`src/rtl/video_flip_pkg.sv`:
```
// Shared state encoding and DMAC register map for the HDMI frame-flip controller.
package video_flip_pkg;

  typedef enum logic [3:0] {
    ST_INIT,
    ST_IDLE,
    ST_WAIT_VS,
    ST_POLL_RD,
    ST_POLL_WAIT,
    ST_WR_SRC,
    ST_WR_X,
    ST_WR_Y,
    ST_WR_STRIDE,
    ST_WR_SUB
  } state_e;

  localparam logic [11:0] REG_CONTROL    = 12'h400;
  localparam logic [11:0] REG_SUBMIT     = 12'h408;
  localparam logic [11:0] REG_SRC_ADDR   = 12'h414;
  localparam logic [11:0] REG_X_LEN      = 12'h418;
  localparam logic [11:0] REG_Y_LEN      = 12'h41C;
  localparam logic [11:0] REG_SRC_STRIDE = 12'h424;

  localparam logic [31:0] CONTROL_ENABLE = 32'h1;
  localparam logic [31:0] SUBMIT_GO      = 32'h1;

endpackage

```
`src/rtl/video_flip_avm_if.sv`:
```
// Single-access Avalon-MM master: latches one read or write on start and holds
// address/strobe/data until the slave drops waitrequest.
module video_flip_avm_if
  import video_flip_pkg::*;
#(
  parameter int unsigned ADDR_W = 24
) (
  input  logic              clk,
  input  logic              resetn,
  input  logic              start,
  input  logic              is_read,
  input  logic [ADDR_W-1:0] addr,
  input  logic [31:0]       wdata,
  output logic              ack,
  output logic [31:0]       rdata,
  output logic              rvalid,
  output logic [ADDR_W-1:0] avm_address,
  output logic              avm_read,
  output logic              avm_write,
  output logic [31:0]       avm_writedata,
  output logic [3:0]        avm_byteenable,
  input  logic              avm_waitrequest,
  input  logic [31:0]       avm_readdata,
  input  logic              avm_readdatavalid
);

  logic [ADDR_W-1:0] addr_q;
  logic [31:0]       wdata_q;
  logic              rd_q;
  logic              wr_q;

  assign ack = (rd_q | wr_q) & ~avm_waitrequest;

  always_ff @(posedge clk or negedge resetn) begin
    if (!resetn) begin
      addr_q  <= '0;
      wdata_q <= '0;
      rd_q    <= 1'b0;
      wr_q    <= 1'b0;
    end else if (start) begin
      addr_q  <= addr;
      wdata_q <= wdata;
      rd_q    <= is_read;
      wr_q    <= ~is_read;
    end else if (ack) begin
      rd_q <= 1'b0;
      wr_q <= 1'b0;
    end
  end

  assign avm_address    = addr_q;
  assign avm_read       = rd_q;
  assign avm_write      = wr_q;
  assign avm_writedata  = wdata_q;
  assign avm_byteenable = 4'hF;
  assign rdata          = avm_readdata;
  assign rvalid         = avm_readdatavalid;

endmodule

```
`src/rtl/video_frame_flip_ctrl.sv`:
```
// Frame-flip controller: on vsync, programs the HDMI DMAC with a new frame buffer.
// Define FRAME_FLIP_POLL_EN to poll TRANSFER_SUBMIT for queue space before writing.
module video_frame_flip_ctrl
  import video_flip_pkg::*;
#(
  parameter int unsigned       ADDR_W    = 24,
  parameter logic [ADDR_W-1:0] DMAC_BASE = '0,
  parameter int unsigned       POLL_MAX  = 255
) (
  input  logic              clk,
  input  logic              resetn,
  input  logic              vsync,
  input  logic              req_valid,
  output logic              req_ready,
  input  logic [31:0]       req_addr,
  input  logic [23:0]       req_xlen,
  input  logic [15:0]       req_ylen,
  input  logic [23:0]       req_stride,
  output logic              busy,
  output logic              done,
  output logic              err,
  output logic [ADDR_W-1:0] avm_address,
  output logic              avm_read,
  output logic              avm_write,
  output logic [31:0]       avm_writedata,
  output logic [3:0]        avm_byteenable,
  input  logic              avm_waitrequest,
  input  logic [31:0]       avm_readdata,
  input  logic              avm_readdatavalid
);

  localparam logic [ADDR_W-1:0] A_CONTROL = DMAC_BASE + ADDR_W'(REG_CONTROL);
  localparam logic [ADDR_W-1:0] A_SUBMIT  = DMAC_BASE + ADDR_W'(REG_SUBMIT);
  localparam logic [ADDR_W-1:0] A_SRC     = DMAC_BASE + ADDR_W'(REG_SRC_ADDR);
  localparam logic [ADDR_W-1:0] A_XLEN    = DMAC_BASE + ADDR_W'(REG_X_LEN);
  localparam logic [ADDR_W-1:0] A_YLEN    = DMAC_BASE + ADDR_W'(REG_Y_LEN);
  localparam logic [ADDR_W-1:0] A_STRIDE  = DMAC_BASE + ADDR_W'(REG_SRC_STRIDE);

  state_e            state_q;
  logic              issued_q;
  logic              ready_q;
  logic              busy_q;
  logic              done_q;
  logic              vs_prev_q;
  logic [31:0]       addr_q;
  logic [23:0]       xlen_q;
  logic [15:0]       ylen_q;
  logic [23:0]       stride_q;

  logic              start;
  logic              is_read;
  logic [ADDR_W-1:0] acc_addr;
  logic [31:0]       acc_wdata;
  logic              ack;
  logic [31:0]       rd_data;
  logic              rd_valid;
  logic              vs_edge;
  logic              unused_rd;

`ifdef FRAME_FLIP_POLL_EN
  // Counter only has to hold POLL_MAX-1; the last busy reply triggers err.
  localparam int unsigned CNT_W = (POLL_MAX > 1) ? $clog2(POLL_MAX) : 1;
  localparam logic [CNT_W-1:0] POLL_LAST = CNT_W'(POLL_MAX - 1);
  logic [CNT_W-1:0] poll_cnt_q;
  logic             err_q;
  assign err       = err_q;
  assign unused_rd = ^rd_data[31:1];
`else
  assign err       = 1'b0;
  assign unused_rd = ^{rd_data, rd_valid};
`endif

  assign vs_edge   = vsync & ~vs_prev_q;
  assign req_ready = ready_q;
  assign busy      = busy_q;
  assign done      = done_q;

  // Each bus state issues exactly one access; issued_q blocks a re-issue until ack.
  always_comb begin
    start     = 1'b0;
    is_read   = 1'b0;
    acc_addr  = A_CONTROL;
    acc_wdata = '0;
    case (state_q)
      ST_INIT:      begin acc_wdata = CONTROL_ENABLE; start = ~issued_q; end
`ifdef FRAME_FLIP_POLL_EN
      ST_POLL_RD:   begin acc_addr = A_SUBMIT; is_read = 1'b1; start = ~issued_q; end
`endif
      ST_WR_SRC:    begin acc_addr = A_SRC;    acc_wdata = addr_q;                      start = ~issued_q; end
      ST_WR_X:      begin acc_addr = A_XLEN;   acc_wdata = {8'h00, xlen_q - 24'd1};     start = ~issued_q; end
      ST_WR_Y:      begin acc_addr = A_YLEN;   acc_wdata = {16'h0000, ylen_q - 16'd1};  start = ~issued_q; end
      ST_WR_STRIDE: begin acc_addr = A_STRIDE; acc_wdata = {8'h00, stride_q};           start = ~issued_q; end
      ST_WR_SUB:    begin acc_addr = A_SUBMIT; acc_wdata = SUBMIT_GO;                   start = ~issued_q; end
      default: ;
    endcase
  end

  always_ff @(posedge clk or negedge resetn) begin
    if (!resetn) begin
      state_q   <= ST_INIT;
      issued_q  <= 1'b0;
      ready_q   <= 1'b0;
      busy_q    <= 1'b0;
      done_q    <= 1'b0;
      vs_prev_q <= 1'b0;
      addr_q    <= '0;
      xlen_q    <= '0;
      ylen_q    <= '0;
      stride_q  <= '0;
`ifdef FRAME_FLIP_POLL_EN
      poll_cnt_q <= '0;
      err_q      <= 1'b0;
`endif
    end else begin
      vs_prev_q <= vsync;
      done_q    <= 1'b0;
`ifdef FRAME_FLIP_POLL_EN
      err_q     <= 1'b0;
`endif
      if (start) issued_q <= 1'b1;
      case (state_q)
        ST_INIT: begin
          busy_q <= 1'b1;
          if (ack) begin
            issued_q <= 1'b0;
            state_q  <= ST_IDLE;
            busy_q   <= 1'b0;
            ready_q  <= 1'b1;
          end
        end
        ST_IDLE: begin
          if (req_valid && ready_q) begin
            addr_q   <= req_addr;
            xlen_q   <= req_xlen;
            ylen_q   <= req_ylen;
            stride_q <= req_stride;
            ready_q  <= 1'b0;
            busy_q   <= 1'b1;
            state_q  <= ST_WAIT_VS;
`ifdef FRAME_FLIP_POLL_EN
            poll_cnt_q <= '0;
`endif
          end
        end
        ST_WAIT_VS: begin
`ifdef FRAME_FLIP_POLL_EN
          if (vs_edge) state_q <= ST_POLL_RD;
`else
          if (vs_edge) state_q <= ST_WR_SRC;
`endif
        end
`ifdef FRAME_FLIP_POLL_EN
        ST_POLL_RD: begin
          if (ack) begin
            issued_q <= 1'b0;
            state_q  <= ST_POLL_WAIT;
          end
        end
        ST_POLL_WAIT: begin
          if (rd_valid) begin
            if (!rd_data[0]) begin
              state_q <= ST_WR_SRC;
            end else if (poll_cnt_q == POLL_LAST) begin
              err_q   <= 1'b1;
              state_q <= ST_IDLE;
              busy_q  <= 1'b0;
              ready_q <= 1'b1;
            end else begin
              poll_cnt_q <= poll_cnt_q + 1'b1;
              state_q    <= ST_POLL_RD;
            end
          end
        end
`endif
        ST_WR_SRC:    if (ack) begin issued_q <= 1'b0; state_q <= ST_WR_X;      end
        ST_WR_X:      if (ack) begin issued_q <= 1'b0; state_q <= ST_WR_Y;      end
        ST_WR_Y:      if (ack) begin issued_q <= 1'b0; state_q <= ST_WR_STRIDE; end
        ST_WR_STRIDE: if (ack) begin issued_q <= 1'b0; state_q <= ST_WR_SUB;    end
        ST_WR_SUB: begin
          if (ack) begin
            issued_q <= 1'b0;
            done_q   <= 1'b1;
            state_q  <= ST_IDLE;
            busy_q   <= 1'b0;
            ready_q  <= 1'b1;
          end
        end
        default: state_q <= ST_INIT;
      endcase
    end
  end

  video_flip_avm_if #(.ADDR_W(ADDR_W)) u_avm (
    .clk               (clk),
    .resetn            (resetn),
    .start             (start),
    .is_read           (is_read),
    .addr              (acc_addr),
    .wdata             (acc_wdata),
    .ack               (ack),
    .rdata             (rd_data),
    .rvalid            (rd_valid),
    .avm_address       (avm_address),
    .avm_read          (avm_read),
    .avm_write         (avm_write),
    .avm_writedata     (avm_writedata),
    .avm_byteenable    (avm_byteenable),
    .avm_waitrequest   (avm_waitrequest),
    .avm_readdata      (avm_readdata),
    .avm_readdatavalid (avm_readdatavalid)
  );

endmodule
```
`config.mk`:
```
export PLATFORM = sky130hd
export DESIGN_NAME = video_frame_flip_ctrl
export DESIGN_NICKNAME = d
export VERILOG_FILES = /design/src/rtl/video_flip_pkg.sv /design/src/rtl/video_flip_avm_if.sv /design/src/rtl/video_frame_flip_ctrl.sv
export SDC_FILE = /design/constraint.sdc
export NUM_CORES = 1
export LEC_CHECK = 0
export ABC_AREA = 0
export CORE_UTILIZATION = 44
export DETAILED_ROUTE_END_ITERATION = 8
export PLACE_DENSITY_LB_ADDON = 0.05
export SLEW_MARGIN = 30
export SYNTH_ARGS = -nofsm -noshare
export SYNTH_HDL_FRONTEND = slang
export SYNTH_SLANG_ARGS = --single-unit
```
`constraint.sdc`:
```
create_clock -name clk -period 2 [get_ports clk]
set_input_delay 0.4 -clock clk [delete_from_list [all_inputs] [get_ports clk]]
set_output_delay 0.4 -clock clk [all_outputs]
set_load 0.02 [all_outputs]
```
==> flow_metrics.py, run 1 <==
metrics = {
    "route": {
        "vias_per_cell": 5.304,
        "wl_um": 18560,
        "vias": 5537,
        "drt-initial-drc-count": 277,
        "wl_per_cell_um": 17.78,
        "remaining_drc_errors": 0,
        "drtAntennaViolNets": 0,
        "first_pass_iters": 5,
    },
    "global_route": {
        "grt_util_all_layers_pct": 23.86,
        "grt_pass1_vias": 5817,
        "overflow": 0,
        "grt_max_degree": 63,
        "grt_pass1_wl_um": 29700,
        "antenna_found_initial": 0,
    },
    "setup_path": {
        "reg2reg_to": "u_avm.avm_writedata[11]",
        "crit_slowest_cell": "or4_4",
        "startpoint_type": "flop",
        "critPathTopFamily": "simple AND/OR/NAND/NOR gates",
        "reg2reg_setup_slack_ns": -0.08,
        "crit_type": "flop to flop",
        "arrival_ns": 2.38,
        "cp_slowest_stage_delay_ns": 0.54,
        "worst_ep_required_time_ns": 2.30,
        "crit_path_cell_trace": "or4_4 > or4_4 > buf_6 > nand3_2 > o21ai_2 > o32a_1",
        "worstReg2RegStart": "ylen_q[8]",
        "crit_fanout": 3,
        "end_kind": "flop",
        "worstRegToRegCells": 6,
        "crit_cells": 6,
        "path_buf_inv": 1,
        "cp_common_cell": "or4_4",
    },
    "synthesis": {
        "syn-instance-count": 630,
        "synth_warnings": 0,
        "syn_avg_cell_area_sq_um": 11.12,
        "ys_types": 58,
        "synth-edff-count": 0,
        "ys_seq_area_share_pct": 51.08,
        "syn-cell-area_sq_um": 7005,
        "synth-seq-cells": 143,
        "synth_flop_cell": "dfrtp_1",
        "synthArstFlopShare_pct": 100.0,
    },
    "cells_and_area": {
        "area_growth_pct": 40.11,
        "fillers": 1207,
        "post-route-util_pct": 63.86,
        "drive_gt1_share_pct": 29.65,
        "nNetsFinal": 960,
        "fin_cells": 1044,
        "fin_area_sq_um": 9816,
        "diodes": 0,
    },
    "timing": {
        "setup-violations-final": 5,
        "rsz0062_at_grt": "true",
        "max_freq_ghz": 0.4800,
        "fin_ws_ns": -0.08313,
        "post-route-min-period_ns": 2.083,
        "drv_slew": 0,
        "finalSetupTns_ns": -0.1557,
        "hold_slack_ns": 0.4519,
        "fin_skew_ns": 0.006035,
        "hold_violations": 0,
        "min_period_over_period_pct": 104.2,
    },
    "power_and_ir_drop": {
        "p_per_area_nw_per_um2": 1533,
        "leakage_nw": 4.143,
        "ir_worst_vdd_uv": 724.1,
    },
    "run_status": {
        "violations": "setup timing",
        "status": "finished, violations left",
    },
    "clocking": {
        "clock_path_buffers": 2,
        "clock_latency_ns": 0.42,
        "htreeDepth": 4,
        "cts_buffers": 17,
        "cts_root_buffer": "clkbuf_16",
        "clock-sinks": 143,
        "cts.clk_slew.worst_paths_ns": 0.06,
        "cts_tree": "built",
    },
    "place": {
        "placed_area_sq_um": 9027,
        "gp_congestion": 0.8621,
        "placedCellCount": 1011,
        "portBuffers": 141,
        "hpwlAfterDp_um": 13290,
    },
    "die": {
        "core_sq_um": 15370,
        "start_util_pct": 45.58,
        "design.die.area_sq_um": 16430,
        "die_x_um": 128.2,
        "ios": 200,
        "die_h_um": 128.2,
        "rows": 45,
    },
    "worst_hold_path": {
        "hold_class": "input port to async pin",
    },
    "job": {
        "maxCapViolations": 0,
    },
}
## cell usage after synthesis (all sizes together), types with 3 or more instances
cell type	number	share of area, %
nor2b	9	0.80
nand2b	9	0.80
mux2i	3	0.43
nor2	41	2.2
xnor2	14	1.8
mux2	96	15
a31oi	6	0.54
nand2	37	2.0
nor4	11	1.1
o22a	5	0.63
o22ai	10	0.89
or2	6	0.54
o31ai	5	0.54
a21oi	10	0.71
nand3	17	1.3
o31a	4	0.50
buf	39	3.8
a22o	5	0.63
nor3	17	1.3
dfrtp	143	51
a221oi	9	1.1
a22oi	16	1.7
o21a	5	0.54
o21ai	27	2.0
or3	6	0.54
or4	6	0.70
xor2	11	1.4
clkbuf	28	1.5
inv	7	0.38
## stage by stage
stage	power, W	setup WS, ns
after global placement	0.01162	-0.1459
final	0.01504	-0.08313
after floorplan	0.009046	-0.09062
after CTS	0.01489	-0.08338
after global routing	0.01601	-0.1275
after detailed placement	0.01183	-0.1455
## cell type report
cell class / count / area [sq um] / share of cell area [%]
clock buffers: 20 / 446.7 / 4.551
well taps: 211 / 264.0 / 2.690
clock inverters: 8 / 70.07 / 0.7138
flip-flops and latches: 143 / 3578 / 36.46
multi-input cells: 436 / 3368 / 34.31
inverters: 7 / 26.28 / 0.2677
repair buffers: 219 / 2062 / 21.01
## per-layer routing
layer | GRT usage (%) | part of all wire, %
met1 | 30.76 | 45
met2 | 39.49 | 49
met3 | 3.881 | 3.8
met4 | 10.73 | 2.4
met5 | 0 | 0
## where the power goes
part	switching [W]	internal, W	leakage (nW)
sequential	0.00101	0.00429	1.74
clock	0.00116	0.00170	0.253
combinational	0.00329	0.00359	2.15
total	0.00546	0.00958	4.14
## sequential cells by signal, summed over array words and instances, names as in the netlist, named ones only
signal               flops
u_avm.avm_address        5
u_avm.avm_write          1
xlen_q                  24
u_avm.avm_writedata     32
busy                     1
ylen_q                  16
stride_q                24
done                     1
vs_prev_q                1
req_ready                1
state_q                  4
addr_q                  32
## how the worst max path moves through the flow
stage	start	endpoint
after floorplan	ylen_q[7]	u_avm.avm_writedata[11]
after global placement	ylen_q[8]	u_avm.avm_writedata[15]
after detailed placement	ylen_q[8]	u_avm.avm_writedata[15]
after CTS	ylen_q[1]	u_avm.avm_writedata[11]
after global routing	ylen_q[8]	u_avm.avm_writedata[11]
final	ylen_q[8]	u_avm.avm_writedata[11]
## layout by cell type, fill, tap and decap left out, types with 4 or more instances in the layout
master	count
inv_1	5
a31oi_1	6
o22ai_1	10
nand2_1	37
or4_4	5
xnor2_1	14
nor4_4	5
clkdlybuf4s50_1	140
o21ai_2	4
xor2_1	11
nor2_1	39
o21ai_0	20
nor2b_1	8
buf_6	4
mux2_2	96
a22oi_1	16
a22o_1	5
clkinv_2	5
buf_4	70
nand2b_1	9
dfrtp_1	143
nor3_1	10
nand3_1	15
o22a_1	5
o31a_1	4
o21a_1	5
or2_2	4
a221oi_1	6
clkbuf_16	17
o31ai_1	5
conb_1	25
buf_12	4
nor3_2	5
a21oi_1	10
## logic make-up after synthesis
family | after synthesis | share of synthesized area, %
adders and majority gates | 2 | 0.3571
other | 2 | 0.1072
AOI/OAI and AO/OA | 114 | 11.27
muxes | 99 | 15.86
and+or+nand+nor | 171 | 12.54
xor gates and xnor gates | 25 | 3.126
DFF | 143 | 51.08
buffers and inverters | 74 | 5.662
## repair_timing
action | 4_1_cts | 5_1_grt
pin swaps | 10 | 9
endpoints found under the setup margin | 14 | 17
resized for setup | 23 | 24
setup buffers | 0 | 5
hold buffers | 1 | 0
cloned | 0 | 0
hold endpoints to repair | 32 | 0
(Power assumes the default switching activity.)
==> run 2: changes to the inputs <==
Settings changed: CORE_MARGIN set to 2.
==> run 2 against run 1 <==
  * The run still ends with setup timing left
  * Global-route usage fell by 1.0 points
  * Clock-buffer cell count unchanged
  * Combinational power rose by 2%
  * Utilization down 0.70 points
  * Sequential power hardly changed
  * First-iteration DRC count increased by 27%
  * Power grew 2.2%
  * Highest routed layer unchanged
==> flow_metrics.py, run 2 (synthesis gave the netlist of run 1 again) <==
metrics = {
    "route": {
        "first_pass_iters": 5,
        "wl_um": 18690,
        "drt-initial-drc-count": 352,
        "wl_per_cell_um": 17.78,
        "vias": 5578,
        "remaining_drc_errors": 0,
        "vias_per_cell": 5.307,
        "drtAntennaViolNets": 0,
    },
    "power_and_ir_drop": {
        "finalPower_w": 0.01538,
        "leakage_nw": 4.174,
        "ir_worst_vdd_uv": 863.4,
        "p_per_area_nw_per_um2": 1550,
    },
    "die": {
        "start_util_pct": 44.59,
        "ios": 200,
        "rows": 46,
        "design.die.area_sq_um": 16950,
        "core_sq_um": 15710,
        "die_x_um": 130.2,
        "die_h_um": 130.2,
    },
    "clocking": {
        "cts_tree": "built",
        "cts_buffers": 17,
        "cts.clk_slew.worst_paths_ns": 0.06,
        "clock_latency_ns": 0.42,
        "htreeDepth": 4,
        "clock_path_buffers": 2,
        "cts_root_buffer": "clkbuf_16",
        "clock-sinks": 143,
    },
    "setup_path": {
        "crit_fanout": 3,
        "startpoint_type": "flop",
        "crit_type": "flop to flop",
        "arrival_ns": 2.39,
        "end_kind": "flop",
        "worst_ep_required_time_ns": 2.29,
        "worstRegToRegCells": 6,
    },
    "timing": {
        "fin_skew_ns": 0.007574,
        "finalSetupTns_ns": -0.3315,
        "hold_slack_ns": 0.4606,
        "min_period_over_period_pct": 104.7,
        "setup-violations-final": 6,
        "max_freq_ghz": 0.4776,
        "drv_slew": 0,
        "worst_pin_slew_ns": 0.6191,
        "fin_ws_ns": -0.09373,
        "slew_headroom_pct": 58.73,
        "post-route-min-period_ns": 2.094,
        "hold_violations": 0,
        "rsz0062_at_grt": "true",
    },
    "run_status": {
        "status": "finished, violations left",
        "violations": "setup timing",
    },
    "global_route": {
        "overflow": 0,
        "grt_pass1_wl_um": 29060,
        "grt_pass1_vias": 5448,
        "antenna_found_initial": 0,
        "grt_max_degree": 64,
        "grt_util_all_layers_pct": 22.84,
    },
    "cells_and_area": {
        "drive_gt1_share_pct": 30.18,
        "diodes": 0,
        "nNetsFinal": 959,
        "fin_area_sq_um": 9925,
        "layout_commonest_cell": "dfrtp_1",
        "fillers": 1267,
        "final_cell_mix": "dfrtp_1, clkdlybuf4s50_1, mux2_2",
        "area_growth_pct": 41.67,
    },
    "worst_hold_path": {
        "hold_class": "input port to flop",
        "min_path_cells": 1,
    },
    "place": {
        "gp_congestion": 0.8718,
        "hpwlAfterDp_um": 13630,
        "dp_slack_ns": -0.1620,
        "placed_area_sq_um": 9049,
        "portBuffers": 141,
    },
    "job": {
        "maxCapViolations": 0,
    },
}
-- run 2: metrics by stage --
stage	cells	util, %
5_1_grt	1051	63.16
2_1_floorplan	653	-
3_3_place_gp	1015	57.59
6_report	1051	63.16
3_5_place_dp	1015	57.59
4_1_cts	1048	61.95
-- run 2: final cells by class --
class                   instances  area, sq um  share of cell area (%)
multi-input cells             436         3386                   34.12
inverters                       7        26.28                  0.2648
clock buffers                  20        456.7                   4.602
clock inverters                11        116.4                   1.172
flip-flops and latches        143         3578                   36.06
repair buffers                218         2091                   21.07
well taps                     216        270.3                   2.723
-- run 2: final timing paths --
path,slack (ns),end,startpoint
max in group asynchronous,0.81,u_avm.avm_address[10],resetn
min in group asynchronous,0.53,u_avm.avm_address[4],resetn
worst min-delay path,0.46,vs_prev_q,vsync
worst min register to register,0.47,u_avm.avm_writedata[25],u_avm.avm_writedata[25]
worst max register to register,-0.09,u_avm.avm_writedata[15],ylen_q[8]
worst max-delay path,-0.09,u_avm.avm_writedata[15],ylen_q[8]
-- run 2: critical path, stage by stage (launching register included) --
cell     delay (ns)
dfrtp_1        0.38
or4_4          0.55
or4_4          0.52
o21a_1         0.20
o21ai_1        0.12
buf_4          0.13
a31oi_1        0.07
-- run 2: timing repair --
action                     4_1_cts  5_1_grt
hold endpoints to repair        35        0
setup endpoints to repair       17       22
hold buffers                     1        0
gates cloned                     0        0
resized for setup               23       32
pin swaps                       11        9
setup buffers                    1        3
-- run 2: layer usage --
layer	GRT usage [%]	up-vias	share of wire [%]
li1	-	2618	-
met1	31.08	2772	44
met2	36.37	168	49
met3	5.658	20	5.6
met4	6.831	0	1.8
met5	0	-	0
-- run 2: power breakdown --
group | leakage (nW) | switching, W | internal [W]
clock | 0.277 | 0.00118 | 0.00188
combinational | 2.16 | 0.00338 | 0.00365
sequential | 1.74 | 0.000990 | 0.00429
total | 4.17 | 0.00556 | 0.00982
==> run 3: changes to the inputs <==
Settings changed: PLACE_DENSITY set to 0.81, PLACE_DENSITY_LB_ADDON 0.05 to unset.
==> run 3 against run 2 <==
  * The flow still finishes with violations (setup timing)
  * Power fell by 1.0%
  * Final area fell by 0.52%
  * Combinational power fell by 1%
  * Wire length rose by 0.97%
  * Sequential power barely moved
  * Setup slack got worse by 0.0076 ns
  * Clock skew barely moved
  * Fmax fell by 0.36%
  * Utilization fell by 0.33 points
  * Highest routed layer unchanged
==> flow_metrics.py, run 3 (synthesis gave the netlist of run 1 again) <==
metrics = {
    "run_status": {
        "status": "finished, violations left",
        "violations": "setup timing",
    },
    "route": {
        "vias": 5657,
        "vias_per_cell": 5.372,
        "wl_per_cell_um": 17.92,
        "first_pass_iters": 6,
        "drtAntennaViolNets": 0,
        "wl_um": 18870,
        "drt-initial-drc-count": 446,
        "remaining_drc_errors": 0,
    },
    "cells_and_area": {
        "fin_area_sq_um": 9873,
        "fillers": 1195,
        "final_cell_mix": "dfrtp_1, clkdlybuf4s50_1, mux2_2",
        "area_growth_pct": 40.94,
        "nNetsFinal": 960,
        "diodes": 0,
        "drive_gt1_share_pct": 30.11,
        "layout_commonest_cell": "dfrtp_1",
    },
    "die": {
        "ios": 200,
        "design.die.area_sq_um": 16950,
        "die_h_um": 130.2,
        "core_sq_um": 15710,
        "rows": 46,
        "start_util_pct": 44.59,
        "die_x_um": 130.2,
    },
    "worst_hold_path": {
        "hold_class": "input port to async pin",
    },
    "global_route": {
        "grt_pass1_wl_um": 28780,
        "grt_pass1_vias": 5527,
        "antenna_found_initial": 0,
        "overflow": 0,
        "grt_util_all_layers_pct": 22.38,
        "grt_max_degree": 60,
    },
    "setup_path": {
        "reg2reg_setup_slack_ns": -0.10,
        "critPathLaunch": "ylen_q[8]",
        "end_kind": "flop",
        "reg2reg_to": "u_avm.avm_writedata[11]",
        "worstReg2RegStart": "ylen_q[8]",
        "crit_type": "flop to flop",
        "worst_ep_required_time_ns": 2.30,
        "crit_fanout": 3,
        "worstRegToRegCells": 6,
        "startpoint_type": "flop",
        "arrival_ns": 2.40,
    },
    "timing": {
        "drv_slew": 0,
        "rsz0062_at_grt": "true",
        "hold_violations": 0,
        "setup-violations-final": 4,
        "min_period_over_period_pct": 105.1,
        "fin_skew_ns": 0.007986,
        "fin_ws_ns": -0.1013,
        "max_freq_ghz": 0.4759,
        "post-route-min-period_ns": 2.101,
    },
    "power_and_ir_drop": {
        "ir_worst_vdd_uv": 788.6,
        "p_per_area_nw_per_um2": 1542,
        "finalPower_w": 0.01522,
        "leakage_nw": 4.158,
    },
    "clocking": {
        "cts_tree": "built",
        "cts_buffers": 17,
        "cts.clk_slew.worst_paths_ns": 0.06,
        "cts_root_buffer": "clkbuf_16",
        "clock-sinks": 143,
        "htreeDepth": 4,
        "clock_path_buffers": 2,
        "clock_latency_ns": 0.42,
    },
    "job": {
        "maxCapViolations": 0,
    },
    "place": {
        "hpwlAfterDp_um": 13470,
        "portBuffers": 141,
        "gp_congestion": 0.9267,
        "placed_area_sq_um": 9024,
    },
}
run 3: cell types whose count changed in the layout (fill, tap and decap cells not counted), moves of 2 or more:
| cell | previous run | this run |
|---|---|---|
| o21ai_1 | 4 | 6 |
| clkbuf_1 | 1 | 3 |
| inv_6 | 0 | 2 |
| clkbuf_8 | 2 | 0 |
| clkinv_4 | 1 | 3 |
| xnor2_2 | 2 | 0 |
| o21ai_2 | 5 | 3 |
| clkinv_2 | 5 | 2 |
| buf_4 | 65 | 67 |
| xnor2_1 | 12 | 14 |
run 3: how the worst max path moves through the flow:
stage	end	depth (start not counted)	slack, ns
2_1_floorplan	u_avm.avm_writedata[11]	6	-0.09
3_3_place_gp	u_avm.avm_writedata[15]	5	-0.14
3_5_place_dp	u_avm.avm_writedata[15]	6	-0.16
4_1_cts	u_avm.avm_writedata[15]	6	-0.07
5_1_grt	u_avm.avm_writedata[11]	6	-0.14
6_report	u_avm.avm_writedata[11]	6	-0.10
run 3: layout make-up:
type,count,area (sq um),share of cell area [%]
Tap cell,216,270.3,2.737
Clock buffer,20,436.7,4.423
Multi-Input combinational cell,436,3366,34.09
Timing Repair Buffer,219,2082,21.09
Inverter,7,26.28,0.2661
Sequential cell,143,3578,36.24
Clock inverter,12,113.9,1.153
run 3: routing by layer:
layer	GRT usage (%)	share of wire (%)	wire, um	vias up
li1	-	-	-	2615
met1	29.43	43	8020	2778
met2	36.06	49	9237	230
met3	5.002	5.9	1118	34
met4	9.108	2.6	491	0
met5	0	0	0	-
run 3: worst max-delay path, cell delays in order, from the launching register on:
cell and delay [ns]:
dfrtp_1 0.38, or4_4 0.55, or4_4 0.52, buf_6 0.15
nand3_2 0.06, o21ai_2 0.05, o32a_1 0.28
run 3: stage by stage:
step                TNS, ns  setup slack, ns  cells  hold WS [ns]  utilization, %
floorplan           -0.1984         -0.09062    653        0.1044               -
global placement     -8.679          -0.1380   1013        0.3369           57.43
detailed placement   -9.879          -0.1556   1013        0.3426           57.43
CTS                 -0.2182         -0.06555   1049        0.4513           61.65
global route        -0.6559          -0.1366   1053        0.4692           62.84
finish              -0.2327          -0.1013   1053        0.4524           62.84
run 3: where the power goes:
part | switching, W | internal [W]
clock network | 0.00125 | 0.00172
logic | 0.00334 | 0.00361
registers | 0.00102 | 0.00429
run 3: repair_timing:
item	CTS	global route
hold buffers	1	0
buffers inserted	3	4
cloned	0	0
hold endpoints to repair	39	0
gates resized for setup	18	34
pin swaps	8	17
setup endpoints to repair	10	20
